--- src/rtl/mdb_bus_arbiter.sv ---
// mdb_bus_arbiter: round-robin arbiter/sequencer for the shared multi-drop bus
//    feeding the A/B/C destination register bank. Grants one of three requesters,
//    drives Bus/EN for HOLD_CYCLES cycles, then releases and pulses Done.
// Latency: grant, Bus and EN register at the first edge a request is seen in IDLE.
//    Done pulses HOLD_CYCLES edges later. Busy drops one edge after that.
// Backpressure: none. Req is a level held until Done. Arbitration only happens in
//    IDLE, so the bus carries one transfer per HOLD_CYCLES+2 cycles at most.
// Ports:
//    i_clk, i_reset_n (synchronous, active-low)
//    i_req[2:0], i_data0..2, i_dest0..2 (00 none, 01 A, 10 B, 11 C)
//    o_gnt (one-hot), o_done (one-cycle pulse), o_bus, o_en, o_busy
// Option: define MDB_FIXED_PRIORITY_EN for fixed priority 0 > 1 > 2 (pointer frozen at 0).
module mdb_bus_arbiter #(
   parameter int DATA_W      = 8,
   parameter int HOLD_CYCLES = 1   // legal range 1..15
) (
   input  logic              i_clk,
   input  logic              i_reset_n,
   input  logic [2:0]        i_req,
   input  logic [DATA_W-1:0] i_data0,
   input  logic [DATA_W-1:0] i_data1,
   input  logic [DATA_W-1:0] i_data2,
   input  logic [1:0]        i_dest0,
   input  logic [1:0]        i_dest1,
   input  logic [1:0]        i_dest2,
   output logic [2:0]        o_gnt,
   output logic [2:0]        o_done,
   output logic [DATA_W-1:0] o_bus,
   output logic [1:0]        o_en,
   output logic              o_busy
);

   localparam logic [1:0] ST_IDLE    = 2'd0;
   localparam logic [1:0] ST_DRIVE   = 2'd1;
   localparam logic [1:0] ST_RELEASE = 2'd2;

   localparam logic [3:0] HOLD_LOAD = 4'(HOLD_CYCLES - 1);

   logic [1:0]        r_state;
   logic [3:0]        r_cnt;
   logic [1:0]        r_ptr;
   logic [2:0]        r_gnt;
   logic [2:0]        r_done;
   logic [DATA_W-1:0] r_bus;
   logic [1:0]        r_en;
   logic              r_busy;

   logic [1:0]        w_win;
   logic [1:0]        w_ptr_nxt;
   logic [2:0]        w_gnt_oh;
   logic [DATA_W-1:0] w_data;
   logic [1:0]        w_dest;

   // First set request searching from start, wrapping modulo 3.
   function automatic logic [1:0] pick(input logic [2:0] req, input logic [1:0] start);
      logic [1:0] w;
      w = 2'd0;
      case (start)
         2'd1:    if (req[1]) w = 2'd1; else if (req[2]) w = 2'd2; else w = 2'd0;
         2'd2:    if (req[2]) w = 2'd2; else if (req[0]) w = 2'd0; else w = 2'd1;
         default: if (req[0]) w = 2'd0; else if (req[1]) w = 2'd1; else w = 2'd2;
      endcase
      return w;
   endfunction

   // In fixed-priority builds r_ptr never leaves 0, so the same search
   // degenerates to 0 > 1 > 2.
   assign w_win    = pick(i_req, r_ptr);
   assign w_gnt_oh = 3'b001 << w_win;

   always_comb begin
      w_data    = i_data0;
      w_dest    = i_dest0;
      w_ptr_nxt = 2'd1;
      case (w_win)
         2'd1: begin
            w_data    = i_data1;
            w_dest    = i_dest1;
            w_ptr_nxt = 2'd2;
         end
         2'd2: begin
            w_data    = i_data2;
            w_dest    = i_dest2;
            w_ptr_nxt = 2'd0;
         end
         default: ;
      endcase
   end

   always_ff @(posedge i_clk) begin
      if (!i_reset_n) begin
         r_state <= ST_IDLE;
         r_cnt   <= 4'd0;
         r_ptr   <= 2'd0;
         r_gnt   <= 3'b000;
         r_done  <= 3'b000;
         r_bus   <= '0;
         r_en    <= 2'b00;
         r_busy  <= 1'b0;
      end else begin
         case (r_state)
            ST_IDLE: begin
               if (|i_req) begin
                  r_gnt   <= w_gnt_oh;
                  r_bus   <= w_data;
                  r_en    <= w_dest;
                  r_busy  <= 1'b1;
                  r_cnt   <= HOLD_LOAD;
                  r_state <= ST_DRIVE;
`ifdef MDB_FIXED_PRIORITY_EN
                  r_ptr   <= 2'd0;
`else
                  r_ptr   <= w_ptr_nxt;
`endif
               end
            end
            ST_DRIVE: begin
               if (r_cnt != 4'd0) begin
                  r_cnt <= r_cnt - 4'd1;
               end else begin
                  // Done goes to whoever held the grant; Busy stays up through RELEASE.
                  r_done  <= r_gnt;
                  r_gnt   <= 3'b000;
                  r_en    <= 2'b00;
                  r_bus   <= '0;
                  r_state <= ST_RELEASE;
               end
            end
            ST_RELEASE: begin
               r_done  <= 3'b000;
               r_busy  <= 1'b0;
               r_state <= ST_IDLE;
            end
            default: r_state <= ST_IDLE;
         endcase
      end
   end

   assign o_gnt  = r_gnt;
   assign o_done = r_done;
   assign o_bus  = r_bus;
   assign o_en   = r_en;
   assign o_busy = r_busy;

endmodule

--- config.mk ---
export PLATFORM = sky130hd
export DESIGN_NAME = mdb_bus_arbiter
export DESIGN_NICKNAME = d
export VERILOG_FILES = /design/src/rtl/mdb_bus_arbiter.sv
export SDC_FILE = /design/constraint.sdc
export NUM_CORES = 1
export LEC_CHECK = 0
export CORE_AREA = 2 2 49 73
export DETAILED_ROUTE_END_ITERATION = 7
export DIE_AREA = 0 0 51 75
export PLACE_DENSITY = 0.89
export SYNTH_ARGS = -nofsm -noshare
export SYNTH_HDL_FRONTEND = slang
export SYNTH_SLANG_ARGS = --single-unit
--- constraint.sdc ---
create_clock -name i_clk -period 4.53 [get_ports i_clk]
set_clock_uncertainty 0.2 [all_clocks]
set_input_delay 0.906 -clock i_clk [delete_from_list [all_inputs] [get_ports i_clk]]
set_output_delay 0.906 -clock i_clk [all_outputs]
set_load 0.01 [all_outputs]
==> flow_metrics.env <==
export IMPL_status="completed"
export IMPL_power_density_nw_per_um2=308.9
export IMPL_synth_top_area_share_pct=34.13
export IMPL_routedWlPerCell_um=14.43
export IMPL_ios=52
export IMPL_drv_slew=0
export IMPL_synth_seq_cells=25
export IMPL_clk_latency_ps=270
export IMPL_leakage_nw=0.7287
export IMPL_min_period_ps=3286
export IMPL_clk_pin_slew_ps=100
export IMPL_clock_sinks=25
export IMPL_cpMaxStageDelayCell="ha_1"
export IMPL_vias=1397
export IMPL_cp_max_fo=21
export IMPL_drc=0
export IMPL_hold_viol_final=0
export IMPL_design_area_sq_um=2017
export IMPL_gp_congestion=0.7692
export IMPL_crit_path_max_incr_delay_ps=700
export IMPL_grt_max_degree=22
export IMPL_design_core_area_sq_um=3159
export IMPL_final_common_cell="clkdlybuf4s50_1"
export IMPL_cap_violations=0
export IMPL_antenna_found_initial=0
export IMPL_layout_drive_gt1_share_pct=5.213
export IMPL_critical_path_class="in2reg"
export IMPL_avgSynthCellArea_sq_um=8.781
export IMPL_rsz0062_at_grt="false"
export IMPL_max_slew_margin_rel_pct=58.41
export IMPL_die_h_um=75
export IMPL_hold_class="reg2reg"
export IMPL_io_buffer_count=51
export IMPL_path_cells="clkdlybuf4s50_1 -> nand3b_1 -> a21oi_1 -> a21oi_1 -> ha_1 -> nor2_1 -> a2111o_1 -> mux2i_1"
export IMPL_end_kind="flop"
export IMPL_worstSetupStartpointType="input port"
export IMPL_routed_via_density=5.566
export IMPL_crit_buf_inv=1
export IMPL_root_buffer="clkbuf_8"
export IMPL_num_rows=25
export IMPL_dpl_hpwl_um=2639
export IMPL_track_usage_pct=19.50
export IMPL_nets=254
export IMPL_area_growth_pct=37.54
export IMPL_post_cts_buffers=0
export IMPL_cp_data_arrival_time_ps=3290
export IMPL_cts_htree_levels=1
export IMPL_hold_buffers=0
export IMPL_clk_path_buf_depth=2
export IMPL_worstMarginPinSlew_ps=623.1
export IMPL_die_x_um=51
export IMPL_synth_area_leader_cell="dfxtp_1"
export IMPL_fillers=277
export IMPL_drt_iter0_drc=23
export IMPL_syn_nets=209
export IMPL_yosysWarnings=0
export IMPL_wl_um=3621
export IMPL_cts_tree="built"
export IMPL_ant_nets=0
export IMPL_first_pass_iters=4
export IMPL_num_antenna_cells=0
export IMPL_ys_top_cells_by_area="dfxtp_1 (34%), a2111o_1 (7.7%), mux2i_1 (6.8%), ha_1 (6.0%), a22oi_1 (5.1%)"
export IMPL_syn_inst=167
export IMPL_die_area_sq_um=3825
export IMPL_crit_top_cell="a21oi_1"
export IMPL_cts_resized=0
export IMPL_grt_first_pass_wirelength_um=5816
export IMPL_ys_seq_area_share_pct=34.13
export IMPL_final_util_pct=63.84
export IMPL_initial_core_util_pct=46.42
export IMPL_ys_types=34
export IMPL_path_delay_family="compound AO/OA/AOI/OAI gates"
export IMPL_syn_cell_area_sq_um=1466
export IMPL_crit_required_ps=4530
export IMPL_grt_pass1_vias=1321
export IMPL_final_cell_mix="clkdlybuf4s50_1 (51), dfxtp_1 (25), nand2_1 (19)"
export IMPL_place_area_sq_um=1968
export IMPL_vdd_drop_max_v=0.0002078
export IMPL_overflow=0
export IMPL_fmax_ghz=0.3043
export IMPL_setup_tns_final_ps=0
export IMPL_cts_buffers=3
export IMPL_fin_crit_sh_pct=72.54
export IMPL_setup_violations=0
==> flip-flops by register name (all words and copies together) (netlist names) <==
register  cells
o_bus         8
o_gnt         3
r_state       2
o_done        3
r_ptr         2
o_en          2
r_cnt         4
o_busy        1
==> worst reg2reg max path, stage by stage (launching register included) <==
cell	delay (ps)
dfxtp_1	380
inv_1	60
ha_1	340
nand3b_1	170
a21oi_1	220
a21oi_1	100
ha_1	700
nor2_1	130
a2111o_1	410
mux2i_1	120
==> final cells by class <==
class                           count  area [sq um]  share of cell area, %
Sequential cell                    25         500.5                  24.81
Inverter                            6         22.52                  1.117
Clock buffer                        3         41.29                  2.047
Tap cell                           40         50.05                  2.481
Multi-Input combinational cell    123         869.6                  43.11
Clock inverter                      1         7.507                 0.3722
Timing Repair Buffer               53         525.5                  26.05
==> power by group <==
part	total, W	switching [W]	internal, W
Sequential	0.000260	0.0000156	0.000245
Combinational	0.000226	0.000107	0.000118
Clock	0.000137	0.0000747	0.0000623
==> cell usage after synthesis (all sizes together) <==
| cell | count |
|---|---|
| o41ai | 1 |
| a21bo | 1 |
| nor3b | 1 |
| or4b | 1 |
| a311oi | 1 |
| a22oi | 11 |
| nor2b | 2 |
| mux2i | 10 |
| nor2 | 12 |
| nor3 | 3 |
| inv | 6 |
| a2111o | 10 |
| buf | 8 |
| nand2b | 5 |
| or3b | 1 |
| o31a | 1 |
| o21ai | 3 |
| nand3 | 6 |
| nand2 | 19 |
| nand3b | 1 |
| a21o | 1 |
| clkbuf | 5 |
| or2 | 1 |
| ha | 7 |
| a21oi | 13 |
| dfxtp | 25 |
| or3 | 1 |
| nand4b | 1 |
| o22ai | 4 |
| o221ai | 2 |
| o211ai | 3 |
| o31ai | 1 |
==> through the flow <==
stage / hold WS (ps) / power [W] / std cells / setup WS [ps]
floorplan: 270.4 / 0.0003996 / 167 / 1910
global placement: 246.3 / 0.0004850 / 247 / 1113
detailed placement: 256.1 / 0.0004901 / 247 / 992.0
CTS: 270.4 / 0.0006247 / 251 / 1280
global route: 287.2 / 0.0006551 / 251 / 1042
finish: 265.3 / 0.0006231 / 251 / 1244
==> cells by family after synthesis <==
family	synth area share [%]
AOI/OAI and AO/OA	27.65
buffers and inverters	6.570
muxes	6.826
adders and majority gates	5.972
and+or+nand+nor	18.86
DFF	34.13
==> metal layers <==
metal	GRT usage [%]	up-vias	routed length, um
li1	-	709	-
met1	23.16	638	1476
met2	36.51	44	1948
met3	2.183	6	138
met4	5.706	0	57
met5	0	-	0
==> path summary, 6_finish.rpt <==
kind              slack [ps]        to     start  cells after the start
setup reg to reg        1640   o_en[1]  r_ptr[0]                      9
hold / removal           270  o_bus[7]  o_bus[7]                      2
hold reg to reg          270  o_bus[7]  o_bus[7]                      2
setup / recovery        1240   o_en[1]  i_req[2]                      8
(Power assumes the default switching activity.)
